## src/rtl/abp_frame_serializer_pkg.sv

```systemverilog
// ABP shared definitions: frame layout, defaults, serializer state type
// and the frame byte selector shared with the deserializer.
package abp_pkg;

  localparam int unsigned ABP_DST_OFF   = 0;
  localparam int unsigned ABP_SRC_OFF   = 6;
  localparam int unsigned ABP_TYPE_OFF  = 12;
  localparam int unsigned ABP_BIT_OFF   = 14;
  localparam int unsigned ABP_VALUE_OFF = 15;
  localparam int unsigned ABP_HDR_LEN   = 15;

  localparam int unsigned ABP_MAX_VALUE_BYTES = 32;
  localparam int unsigned ABP_MAX_VALUE_BITS  = ABP_MAX_VALUE_BYTES * 8;

  localparam logic [15:0] ABP_DEF_ETHERTYPE = 16'h88B5;
  localparam logic [47:0] ABP_DEF_DST_MAC   = 48'hFFFF_FFFF_FFFF;
  localparam logic [47:0] ABP_DEF_SRC_MAC   = 48'h0200_0000_0001;

  typedef enum logic {
    ABP_SER_IDLE = 1'b0,
    ABP_SER_SEND = 1'b1
  } abp_ser_state_e;

  // Byte at frame position idx; value is right-aligned, vbytes wide.
  function automatic logic [7:0] abp_frame_byte(
    input int unsigned                   idx,
    input logic [ABP_MAX_VALUE_BITS-1:0] value,
    input logic                          seq_bit,
    input int unsigned                   vbytes = 4,
    input logic [47:0]                   dst    = ABP_DEF_DST_MAC,
    input logic [47:0]                   src    = ABP_DEF_SRC_MAC,
    input logic [15:0]                   etype  = ABP_DEF_ETHERTYPE
  );
    logic [7:0] b;
    b = 8'h00;
    if (idx < ABP_SRC_OFF)
      b = dst[8*(ABP_SRC_OFF-1-idx+ABP_DST_OFF) +: 8];
    else if (idx < ABP_TYPE_OFF)
      b = src[8*(ABP_TYPE_OFF-1-idx) +: 8];
    else if (idx < ABP_BIT_OFF)
      b = etype[8*(ABP_BIT_OFF-1-idx) +: 8];
    else if (idx == ABP_BIT_OFF)
      b = {7'b0, seq_bit};
    else if (idx < ABP_VALUE_OFF + vbytes)
      b = value[8*(ABP_VALUE_OFF+vbytes-1-idx) +: 8];
    return b;
  endfunction

endpackage

```

## src/rtl/abp_frame_serializer_if.sv

```systemverilog
// Request handshake and AXI-Stream byte bus of the ABP serializer.
// slave is the serializer side, master the upstream/downstream side.
interface abp_frame_serializer_if #(
  parameter int DATA_WIDTH = 8,
  parameter int VALUE_SIZE = 4
);
  import abp_pkg::*;

  logic                    s_abp_valid;
  logic                    s_abp_ready;
  logic [VALUE_SIZE*8-1:0] s_abp_value;
  logic                    s_abp_bit;
  logic                    m_axis_tvalid;
  logic [DATA_WIDTH-1:0]   m_axis_tdata;
  logic                    m_axis_tlast;
  logic                    m_axis_tready;

  modport slave (
    input  s_abp_valid, s_abp_value, s_abp_bit,
    input  m_axis_tready,
    output s_abp_ready,
    output m_axis_tvalid, m_axis_tdata, m_axis_tlast
  );

  modport master (
    output s_abp_valid, s_abp_value, s_abp_bit,
    output m_axis_tready,
    input  s_abp_ready,
    input  m_axis_tvalid, m_axis_tdata, m_axis_tlast
  );

endinterface

```

## src/rtl/abp_frame_serializer.sv

```systemverilog
// ABP frame serializer: latches one (value, bit) request and emits a
// fixed-length Ethernet frame as registered AXI-Stream bytes.
module abp_frame_serializer
  import abp_pkg::*;
#(
  parameter int          DATA_WIDTH  = 8,
  parameter int          VALUE_SIZE  = 4,
  parameter int          PACKET_SIZE = 64,
  parameter logic [47:0] DST_MAC     = ABP_DEF_DST_MAC,
  parameter logic [47:0] SRC_MAC     = ABP_DEF_SRC_MAC,
  parameter logic [15:0] ETHERTYPE   = ABP_DEF_ETHERTYPE
) (
  input  logic                   aclk,
  input  logic                   areset,
  abp_frame_serializer_if.slave  io,
  output logic                   busy,
  output logic [15:0]            frame_count
);

  localparam int IDXW = $clog2(PACKET_SIZE);
  localparam int VW   = VALUE_SIZE * 8;
  localparam logic [IDXW-1:0] LAST_IDX = IDXW'(PACKET_SIZE - 1);

  if (DATA_WIDTH != 8) begin : g_bad_width
    $error("abp_frame_serializer: DATA_WIDTH must be 8");
  end
  if (PACKET_SIZE < int'(ABP_HDR_LEN) + VALUE_SIZE) begin : g_bad_size
    $error("abp_frame_serializer: PACKET_SIZE too small");
  end
  if (VALUE_SIZE < 1 || VALUE_SIZE > int'(ABP_MAX_VALUE_BYTES)) begin : g_bad_val
    $error("abp_frame_serializer: VALUE_SIZE out of range");
  end

  abp_ser_state_e  state_q, state_d;
  logic [IDXW-1:0] idx_q, idx_d, idx_nxt;
  logic [VW-1:0]   value_q, value_d;
  logic            bit_q, bit_d;
  logic [7:0]      tdata_q, tdata_d;
  logic            tlast_q, tlast_d;
  logic [15:0]     cnt_q, cnt_d;

  function automatic logic [7:0] sel_byte(
    input logic [IDXW-1:0] i,
    input logic [VW-1:0]   v,
    input logic            b
  );
    return abp_frame_byte(32'(i), ABP_MAX_VALUE_BITS'(v), b,
                          VALUE_SIZE, DST_MAC, SRC_MAC, ETHERTYPE);
  endfunction

  // Next state: accept in IDLE, advance one byte per accepted beat in SEND.
  always_comb begin
    state_d = state_q;
    idx_d   = idx_q;
    value_d = value_q;
    bit_d   = bit_q;
    tdata_d = tdata_q;
    tlast_d = tlast_q;
    cnt_d   = cnt_q;
    idx_nxt = idx_q + IDXW'(1);
    unique case (state_q)
      ABP_SER_IDLE: begin
        if (io.s_abp_valid) begin
          state_d = ABP_SER_SEND;
          idx_d   = '0;
          value_d = io.s_abp_value;
          bit_d   = io.s_abp_bit;
          tdata_d = sel_byte('0, io.s_abp_value, io.s_abp_bit);
          tlast_d = 1'b0;
        end
      end
      ABP_SER_SEND: begin
        if (io.m_axis_tready) begin
          if (tlast_q) begin
            state_d = ABP_SER_IDLE;
            cnt_d   = cnt_q + 16'd1;
            tdata_d = 8'h00;
            tlast_d = 1'b0;
          end else begin
            idx_d   = idx_nxt;
            tdata_d = sel_byte(idx_nxt, value_q, bit_q);
            tlast_d = (idx_nxt == LAST_IDX);
          end
        end
      end
    endcase
  end

  // State and output registers; reset truncates any frame in flight.
  always_ff @(posedge aclk or posedge areset) begin
    if (areset) begin
      state_q <= ABP_SER_IDLE;
      idx_q   <= '0;
      value_q <= '0;
      bit_q   <= 1'b0;
      tdata_q <= 8'h00;
      tlast_q <= 1'b0;
      cnt_q   <= 16'd0;
    end else begin
      state_q <= state_d;
      idx_q   <= idx_d;
      value_q <= value_d;
      bit_q   <= bit_d;
      tdata_q <= tdata_d;
      tlast_q <= tlast_d;
      cnt_q   <= cnt_d;
    end
  end

  assign busy             = (state_q == ABP_SER_SEND);
  assign io.s_abp_ready   = (state_q == ABP_SER_IDLE);
  assign io.m_axis_tvalid = (state_q == ABP_SER_SEND);
  assign io.m_axis_tdata  = DATA_WIDTH'(tdata_q);
  assign io.m_axis_tlast  = tlast_q;
  assign frame_count      = cnt_q;

endmodule

```

## src/flat_wrapper.sv

```systemverilog
// flat-port wrapper written by rule: the top's interface ports become plain ports
module abp_frame_serializer_flat import abp_pkg::*;
#(
  parameter int          DATA_WIDTH  = 8,
  parameter int          VALUE_SIZE  = 4,
  parameter int          PACKET_SIZE = 64,
  parameter logic [47:0] DST_MAC     = ABP_DEF_DST_MAC,
  parameter logic [47:0] SRC_MAC     = ABP_DEF_SRC_MAC,
  parameter logic [15:0] ETHERTYPE   = ABP_DEF_ETHERTYPE
)
  (aclk, areset, busy, frame_count, io_s_abp_valid, io_s_abp_value, io_s_abp_bit, io_m_axis_tready, io_s_abp_ready, io_m_axis_tvalid, io_m_axis_tdata, io_m_axis_tlast);
  abp_frame_serializer_if #(.DATA_WIDTH(DATA_WIDTH), .VALUE_SIZE(VALUE_SIZE)) io_i ();
  input  logic aclk;
  input  logic areset;
  output logic busy;
  output logic [15:0] frame_count;
  input wire logic [$bits(io_i.s_abp_valid)-1:0] io_s_abp_valid;
  input wire logic [$bits(io_i.s_abp_value)-1:0] io_s_abp_value;
  input wire logic [$bits(io_i.s_abp_bit)-1:0] io_s_abp_bit;
  input wire logic [$bits(io_i.m_axis_tready)-1:0] io_m_axis_tready;
  output wire logic [$bits(io_i.s_abp_ready)-1:0] io_s_abp_ready;
  output wire logic [$bits(io_i.m_axis_tvalid)-1:0] io_m_axis_tvalid;
  output wire logic [$bits(io_i.m_axis_tdata)-1:0] io_m_axis_tdata;
  output wire logic [$bits(io_i.m_axis_tlast)-1:0] io_m_axis_tlast;
  assign io_i.s_abp_valid = io_s_abp_valid;
  assign io_i.s_abp_value = io_s_abp_value;
  assign io_i.s_abp_bit = io_s_abp_bit;
  assign io_i.m_axis_tready = io_m_axis_tready;
  assign io_s_abp_ready = io_i.s_abp_ready;
  assign io_m_axis_tvalid = io_i.m_axis_tvalid;
  assign io_m_axis_tdata = io_i.m_axis_tdata;
  assign io_m_axis_tlast = io_i.m_axis_tlast;
  abp_frame_serializer #(.DATA_WIDTH(DATA_WIDTH), .VALUE_SIZE(VALUE_SIZE), .PACKET_SIZE(PACKET_SIZE), .DST_MAC(DST_MAC), .SRC_MAC(SRC_MAC), .ETHERTYPE(ETHERTYPE)) u_core (.aclk(aclk), .areset(areset), .io(io_i), .busy(busy), .frame_count(frame_count));
endmodule
```

## config.mk

```make
export PLATFORM = sky130hd
export DESIGN_NAME = abp_frame_serializer_flat
export DESIGN_NICKNAME = d
export VERILOG_FILES = /design/src/rtl/abp_frame_serializer_pkg.sv /design/src/rtl/abp_frame_serializer_if.sv /design/src/rtl/abp_frame_serializer.sv /design/src/flat_wrapper.sv
export SDC_FILE = /design/constraint.sdc
export NUM_CORES = 1
export LEC_CHECK = 0
export BUFFER_PORTS_ARGS = -buffer_cell sky130_fd_sc_hd__buf_2
export CORE_MARGIN = 4
export CORE_UTILIZATION = 55
export CTS_BUF_LIST = sky130_fd_sc_hd__clkbuf_8 sky130_fd_sc_hd__clkbuf_16
export CTS_CLUSTER_SIZE = 16
export DETAILED_ROUTE_END_ITERATION = 10
export PLACE_DENSITY = 0.8
export SLEW_MARGIN = 20
export SYNTH_ARGS = -nofsm -noshare
export SYNTH_HDL_FRONTEND = slang
export SYNTH_SLANG_ARGS = --single-unit
```

## constraint.sdc

```tcl
create_clock -name aclk -period 3.8 [get_ports aclk]
set_input_delay 0.19 -clock aclk [delete_from_list [all_inputs] [get_ports aclk]]
set_output_delay 0.19 -clock aclk [all_outputs]
set_load 0.05 [all_outputs]
```

==> reports/metrics.cfg <==
[cells_and_area]
drive_gt1_frac=0.238
antennaDiodeCount=0
area_growth_pct=16.7
final_cell_count_no_fill=516
fin_nets=486

[critical_path]
criticalPathCategory=register to register
cp.arrival_ns=3.73
cp.required_ns=4.07
end_kind=register
crit_path_start_kind=register
worstPathMaxFanout=12

[synthesis]
syn_avg_cell_area_um2=9.37
synth_nets=424
synth_edf_count=0
yosysUniqueCellTypes=54
post-synth-top-count-cell=nand2_1
synthTopCellsByCount=nand2_1, dfrtp_1, o21ai_0, xnor2_1
seq_area_frac_synth=0.464
synth_seq_cells=65
synth_area_leader_cell=dfrtp_1
async_reset_ff_frac=1.00
synth.area.top_cells=dfrtp_1, nand2_1, mux4_2
yosys_warnings=0
yosysTopAreaCellShare=0.464
synth_cells=374
ys.flop_type=dfrtp_1
synth_area_um2=3500

[global_route]
grt_pass1_vias=2921
antenna_found_initial=0
grt_usage=0.229
grt_max_degree=38
grt_pass1_wl_um=13700
gr-total-overflow=0

[run]
maxCapViolCount=0

[detailed_routing]
drt-initial-drc-count=152
drt-total-wl_um=8120
dr.pass1.iters=5
vias_per_cell=5.62
detail_route.wl_per_cell_um=15.7
num_vias=2901
drtAntennaViolNets=0
drc_errors=0

[cts]
htree_levels=3
post_cts_buffers=0
clock_path_buffers=2
cts_sinks=65
clk_pin_slew_ns=0.08
cts_resized=0
cts_buffers=9
clk_latency_ns=0.35
cts_root_buf=clkbuf_8
cts_tree=yes

[placement]
portBuffers=64
hpwlAfterDp_um=5830
gp_congestion=0.932
placedCellCount=499

[die]
io_pins=65
die_x_um=87.8
start_util=0.578
dieHeight_um=87.8
core-area_um2=6060
die_area_um2=7710
fp-row-count=28

[sta]
finalSetupViolations=0
slew_headroom=0.348
rsz0062_at_grt=no
fin_crit_sh=0.910
slew_viol_final=0
fin_crit_ns=3.46
finalSetupTns_ns=0
tightest_slew_ns=0.974
final.setup_skew_ns=0.00971
timing.hold.ws_ns=0.0277
fmax_ghz=0.289
hold_viol_final=0

[power]
ir_drop_v=0.000410
p_total_mw=2.57
power_leakage_nw=2.08
power_density_nw_per_um2=629

[worst_hold_path]
hold_path_class=input port to register

[run_status]
outcome=finished clean

cell usage in the layout (no fill, tap or decap), types with 8 or more instances in the layout:
cell      Yosys  final
nand2_1     118    118
dfrtp_1      65     65
buf_2         3     64
o21ai_0      19     19
xnor2_1      17     17
nor2_1       13     13
ha_1         13     13
nand3_1      12     12
a21oi_1       9      9
inv_1        10      9
clkbuf_8      0      9
mux4_2        8      8
through the flow:
stage / setup WS, ns / cell area [um^2] / util
floorplan: 0.912 / 3500 / -
CTS: 0.372 / 4090 / 0.675
global placement: 0.581 / 3880 / 0.640
global route: 0.104 / 4090 / 0.675
detailed placement: 0.385 / 3880 / 0.640
finish: 0.342 / 4090 / 0.675
sequential cells by signal, indices dropped and copies added, names as in the netlist:
name / flops
u_core.value_q: 32
u_core.frame_count: 16
u_core.io.m_axis_tdata: 8
u_core.idx_q: 6
u_core.bit_q: 1
u_core.busy: 1
u_core.io.m_axis_tlast: 1
logic make-up (layout without fill, tap and decap cells):
kind of cell / after synthesis / after routing / share of synthesized area
adder cells (fa/ha/maj): 13 / 13 / 0.0464
XOR/XNOR: 23 / 23 / 0.0614
multiplexers: 13 / 13 / 0.0668
AO/OA/AOI/OAI: 58 / 58 / 0.111
AND/OR/NAND/NOR: 172 / 172 / 0.216
buffers and inverters: 30 / 97 / 0.0346
flip-flops: 65 / 65 / 0.464
worst paths after layout:
| check | startpoint | to | slack (ns) | depth (start not counted) |
|---|---|---|---|---|
| worst max-delay path | u_core.idx_q[0] | u_core.io.m_axis_tdata[5] | 0.34 | 9 |
| worst min-delay path | io_s_abp_value[24] | u_core.value_q[24] | 0.03 | 3 |
| worst max register to register | u_core.idx_q[0] | u_core.io.m_axis_tdata[5] | 0.34 | 9 |
| worst min register to register | u_core.value_q[29] | u_core.value_q[29] | 0.48 | 2 |
| max in group asynchronous | areset | u_core.idx_q[2] | 2.44 | 4 |
| min in group asynchronous | areset | u_core.value_q[20] | 0.49 | 3 |
routing by layer:
layer / global-route usage / up-vias / part of all wire
li1: - / 1391 / -
met1: 0.293 / 1392 / 0.42
met2: 0.389 / 105 / 0.50
met3: 0.0555 / 13 / 0.065
met4: 0.0656 / 0 / 0.016
met5: 0 / - / 0
worst max-delay path, cell delays in order, from the launching register on:
cell,delay [ns]
dfrtp_1,0.51
ha_1,0.36
xnor2_1,0.57
ha_1,0.34
nor2b_1,0.15
a21oi_1,0.05
or4_4,0.51
a2111oi_4,0.49
nand3b_2,0.19
o211ai_1,0.21
timing repair:
| item | 4_1_cts | 5_1_grt |
|---|---|---|
| setup endpoints to repair | 0 | 0 |
| hold buffers | 1 | 0 |
| endpoints found under the hold margin | 31 | 0 |
area by class of cell:
type,count,area [um^2]
Multi-Input combinational cell,279,1760
Sequential cell,65,1630
Inverter,11,41.3
Tap cell,75,93.8
Timing Repair Buffer,70,368
Clock buffer,9,124
Fill cell,498,1970
Clock inverter,7,77.6
power breakdown:
group	internal, mW	switching, mW
Combinational	0.422	0.658
Sequential	0.790	0.0956
Clock	0.308	0.298
Total	1.52	1.05
(Power assumes the default switching activity.)
